`src/rtl/mdu_ctrl_if.sv`:
```
// Handshake and strobe bundle between the E-stage issue logic and the
// multiply/divide controller.
interface mdu_ctrl_if;
  logic       cmd_valid;
  logic [2:0] cmd_op;
  logic       flush;
  logic       cmd_ready;
  logic       start;
  logic [2:0] mdu_op;
  logic       hi_write;
  logic       lo_write;
  logic       commit;
  logic       busy;
  logic       stall;

  // Pipeline side: presents commands, observes strobes and stall.
  modport master (
    output cmd_valid, cmd_op, flush,
    input  cmd_ready, start, mdu_op, hi_write, lo_write, commit, busy, stall
  );

  // Controller side.
  modport slave (
    input  cmd_valid, cmd_op, flush,
    output cmd_ready, start, mdu_op, hi_write, lo_write, commit, busy, stall
  );
endinterface

```
`src/rtl/mdu_ctrl.sv`:
```
// Multiply/divide sequencing controller: launches the iterative datapath,
// counts its latency, stalls the pipeline while it runs and strobes the
// HI/LO commit. MTHI/MTLO write directly; MFHI/MFLO need no strobes.
module mdu_ctrl #(
  parameter int unsigned MUL_LAT = 5,
  parameter int unsigned DIV_LAT = 10
) (
  input logic     clk,
  input logic     reset,
  mdu_ctrl_if.slave bus
);

  typedef enum logic {IDLE = 1'b0, RUN = 1'b1} state_t;

  localparam logic [3:0] MUL_CNT = 4'(MUL_LAT);
  localparam logic [3:0] DIV_CNT = 4'(DIV_LAT);

  state_t     state;
  logic [3:0] cnt;
  logic       busy_q;
  logic       idle;
  logic       go;

  assign idle = (state == IDLE);

  // A presented command is consumed in IDLE; flush discards it (still
  // consumed, so no stall) by suppressing every strobe.
  assign go = reset & idle & bus.cmd_valid & ~bus.flush;

  assign bus.cmd_ready = reset & idle;
  assign bus.start     = go & ~bus.cmd_op[2];
  assign bus.mdu_op    = bus.start ? {1'b0, bus.cmd_op[1:0]} : 3'b000;
  assign bus.hi_write  = go & (bus.cmd_op == 3'b100);
  assign bus.lo_write  = go & (bus.cmd_op == 3'b101);
  // Commit only happens in RUN and the write strobes only in IDLE, so the
  // two groups are mutually exclusive by construction.
  assign bus.commit    = reset & ~idle & (cnt == 4'd1) & ~bus.flush;
  // Held low while reset is asserted, even on the first reset cycle.
  assign bus.busy      = busy_q & reset;
  assign bus.stall     = reset & bus.cmd_valid & ~idle;

  // State, latency counter and registered busy flag.
  always_ff @(posedge clk) begin
    if (!reset) begin
      state  <= IDLE;
      cnt    <= 4'd0;
      busy_q <= 1'b0;
    end else begin
      unique case (state)
        IDLE: begin
          if (bus.start) begin
            state  <= RUN;
            cnt    <= bus.cmd_op[1] ? DIV_CNT : MUL_CNT;
            busy_q <= 1'b1;
          end
        end
        RUN: begin
          // Flush (even in the commit cycle) abandons the result.
          if (bus.flush || cnt == 4'd1) begin
            state  <= IDLE;
            cnt    <= 4'd0;
            busy_q <= 1'b0;
          end else begin
            cnt <= cnt - 4'd1;
          end
        end
        default: begin
          state  <= IDLE;
          cnt    <= 4'd0;
          busy_q <= 1'b0;
        end
      endcase
    end
  end

endmodule

```
`src/flat_wrapper.sv`:
```
// flat-port wrapper written by rule: the top's interface ports become plain ports
module mdu_ctrl_flat 
#(
  parameter int unsigned MUL_LAT = 5,
  parameter int unsigned DIV_LAT = 10
)
  (clk, reset, bus_cmd_valid, bus_cmd_op, bus_flush, bus_cmd_ready, bus_start, bus_mdu_op, bus_hi_write, bus_lo_write, bus_commit, bus_busy, bus_stall);
  mdu_ctrl_if bus_i ();
  input logic clk;
  input logic reset;
  input wire logic [$bits(bus_i.cmd_valid)-1:0] bus_cmd_valid;
  input wire logic [$bits(bus_i.cmd_op)-1:0] bus_cmd_op;
  input wire logic [$bits(bus_i.flush)-1:0] bus_flush;
  output wire logic [$bits(bus_i.cmd_ready)-1:0] bus_cmd_ready;
  output wire logic [$bits(bus_i.start)-1:0] bus_start;
  output wire logic [$bits(bus_i.mdu_op)-1:0] bus_mdu_op;
  output wire logic [$bits(bus_i.hi_write)-1:0] bus_hi_write;
  output wire logic [$bits(bus_i.lo_write)-1:0] bus_lo_write;
  output wire logic [$bits(bus_i.commit)-1:0] bus_commit;
  output wire logic [$bits(bus_i.busy)-1:0] bus_busy;
  output wire logic [$bits(bus_i.stall)-1:0] bus_stall;
  assign bus_i.cmd_valid = bus_cmd_valid;
  assign bus_i.cmd_op = bus_cmd_op;
  assign bus_i.flush = bus_flush;
  assign bus_cmd_ready = bus_i.cmd_ready;
  assign bus_start = bus_i.start;
  assign bus_mdu_op = bus_i.mdu_op;
  assign bus_hi_write = bus_i.hi_write;
  assign bus_lo_write = bus_i.lo_write;
  assign bus_commit = bus_i.commit;
  assign bus_busy = bus_i.busy;
  assign bus_stall = bus_i.stall;
  mdu_ctrl #(.MUL_LAT(MUL_LAT), .DIV_LAT(DIV_LAT)) u_core (.clk(clk), .reset(reset), .bus(bus_i));
endmodule
```
`config.mk`:
```
export PLATFORM = sky130hd
export DESIGN_NAME = mdu_ctrl_flat
export DESIGN_NICKNAME = d
export VERILOG_FILES = /design/src/rtl/mdu_ctrl_if.sv /design/src/rtl/mdu_ctrl.sv /design/src/flat_wrapper.sv
export SDC_FILE = /design/constraint.sdc
export NUM_CORES = 1
export LEC_CHECK = 0
export CAP_MARGIN = 20
export CORE_AREA = 10 10 47 49
export DETAILED_ROUTE_END_ITERATION = 10
export DIE_AREA = 0 0 57 59
export DONT_BUFFER_PORTS = 1
export PLACE_DENSITY = 0.55
export SETUP_SLACK_MARGIN = 0.1
export SYNTH_ARGS = -nofsm -noshare
export SYNTH_HDL_FRONTEND = slang
export SYNTH_SLANG_ARGS = --single-unit
```
`constraint.sdc`:
```
create_clock -name clk -period 1.4 [get_ports clk]
set_input_delay 0.28 -clock clk [delete_from_list [all_inputs] [get_ports clk]]
set_output_delay 0.28 -clock clk [all_outputs]
set_load 0.05 [all_outputs]
```
==> run metrics <==
outcome finished, violations left; failing checks setup timing; DRT Pass-1 Iters 4; CP top delay family simple AND/OR/NAND/NOR gates; final HPWL from detailed placement 964 um; Tcrit/Tclk final 119%; Fill cells 115; Post-Syn Instances 53; die area 3360 sq um; Root Buffer clkbuf_4; Final setup viols 12; register area share after synthesis 26.7%; Max Cap Viol 0; required time of the critical path 1.12 ns; Final WS setup -0.267 ns; Syn Area/Cell 8.50 sq um; highest-delay cell along the critical path or3b_4; routed wl met2 665 um; Iter 0 DRT Violations 8; clock sink count 6; most frequent cell after synthesis dfxtp_1; worst clock skew 0.000144 ns; Post-synth ARST share 0%; GRT Total Usage 8.18%; Fmax achieved 600 MHz; total grt overflow 0; RSZ-0062 raised after global routing yes; Crit path largest cell delay 0.39 ns; max layer used met4; Yosys reg bits 6; Arrival @ worst endpoint 1.39 ns; Row Count 14; Post-synth top cells dfxtp_1, nand2b_1, nor2_1; worst-path fanout max 2; crit-path cells inv_2 > ha_4 > or3b_4 > nor2_4 > buf_12; GPL Wtd Cong 0.751; ANT cells 0; PD cells 611 nW/um^2; top cells by area, synth dfxtp_1, nand2b_1, ha_1; Synth warnings 0; # hold bufs at CTS 0; met3 routed WL 143 um; height of the die 59 um; Hold Vio Cnt, Final 0; CTS tree done; Final min period 1.67 ns; Crit. End Element output port; HP Class in2reg; first-pass GRT wire length 2.27 mm; Slew Viols, Final 0; Die Wd 57 um; Lkg Pwr 0.360 nW; IO Pins 17; Avg WL per Cell 13.9 um; area leader, netlist dfxtp_1; Startpoint Class register; Util after Layout 60.9%; DR DRC count 0; total power draw 0.522 mW; vias in the first global route 510; routed via count 475; EDFF count, synth 0; CP Class reg2out; core box area 1400 sq um; clock slew at reported path FFs 0.05 ns; Clk Latency, worst-skew pair 0.25 ns; CTS Buf Count 3; Worst Path Buf+Inv 2; ys flop type dfxtp_1; post-synth top area share 26.7%; Max Root-Sink Buffers 2; layout cell share with drive strength beyond 1 63.3%; Port-buffer cells 0; H-tree depth 1; Initial Util 32.1%; largest net degree at the start of global routing 9; Layout area overhead 89.4%; routed wire length 1.32 mm; Multi-input gate area 385 sq um; Routed met1 length 507 um; register area 126 sq um; VDD IR max 421 uV; Final nets 90; Cell Area, Synth 450 sq um; Synthesized Nets 62; initial antenna violation count 0; antenna viol nets, final 0; mean number of vias per cell 5.00; Distinct cells, synth 30
[through the flow]
stage | std cells | worst slack (ns) | hold WS, ns | instance area (sq um) | setup TNS [ns]
3_3_place_gp | 81 | -0.0140 | 0.363 | 677 | -0.0140
4_1_cts | 92 | -0.295 | 0.0961 | 806 | -1.36
5_1_grt | 95 | -0.318 | 0.0988 | 853 | -2.51
3_5_place_dp | 81 | -0.0283 | 0.364 | 677 | -0.0283
2_1_floorplan | 53 | -0.0662 | 0.356 | 508 | -0.233
6_report | 95 | -0.267 | 0.102 | 853 | -1.71
[final cells by class]
type | count | share of cell area (%)
Multi-Input combinational cell | 41 | 45.2
Timing Repair Buffer | 25 | 32.8
Sequential cell | 6 | 14.8
Clock buffer | 3 | 2.64
Tap cell | 16 | 2.35
Inverter | 4 | 2.20
[state kept, by name (all words and copies together), names as in the netlist]
signal         cells
u_core.cnt         4
u_core.busy_q      1
u_core.state       1
[where the power goes]
part           leakage, nW  switching [mW]  internal, mW
Sequential          0.0506         0.00830         0.180
Combinational        0.296          0.0792        0.0909
Clock               0.0138          0.0658        0.0972
[placed cells by master, fill, tap and decap left out, types with 3 or more instances in the layout]
master	instances
buf_4	13
buf_6	6
nand2b_1	5
buf_12	5
nor2_4	3
clkbuf_4	3
dfxtp_1	3
[timing repair]
item,in CTS,in global routing
pin swaps,9,7
endpoints found under the setup margin,12,14
resized for setup,11,7
buffers inserted,9,3
[cell families after synthesis]
kind of cell    after synthesis  share of synthesized area [%]
simple gates                 26                           39.4
compound gates               11                           18.6
buf+inv                       6                           6.66
flops                         6                           26.7
fa+ha+maj                     2                           5.55
mux                           1                           2.22
other cells                   1                          0.833
[final timing paths]
| path | end | start | slack (ns) | cells after the start |
|---|---|---|---|---|
| max | bus_commit | u_core.cnt[1]$_SDFFE_PN0P_ | -0.27 | 5 |
| max reg2reg | u_core.busy_q$_SDFFE_PN0P_ | u_core.cnt[1]$_SDFFE_PN0P_ | -0.20 | 9 |
| min | u_core.state$_SDFF_PN0_ | bus_flush | 0.10 | 1 |
| min reg2reg | u_core.busy_q$_SDFFE_PN0P_ | u_core.busy_q$_SDFFE_PN0P_ | 0.49 | 1 |
[per-layer routing]
metal  global-route usage, %  vias to the layer above
met1                    8.47                      218
li1                        -                      238
met3                    4.51                        2
met2                    13.2                       17
met5                       0                        -
met4                    4.03                        0
Note: power is estimated with default switching activity, not from simulation.
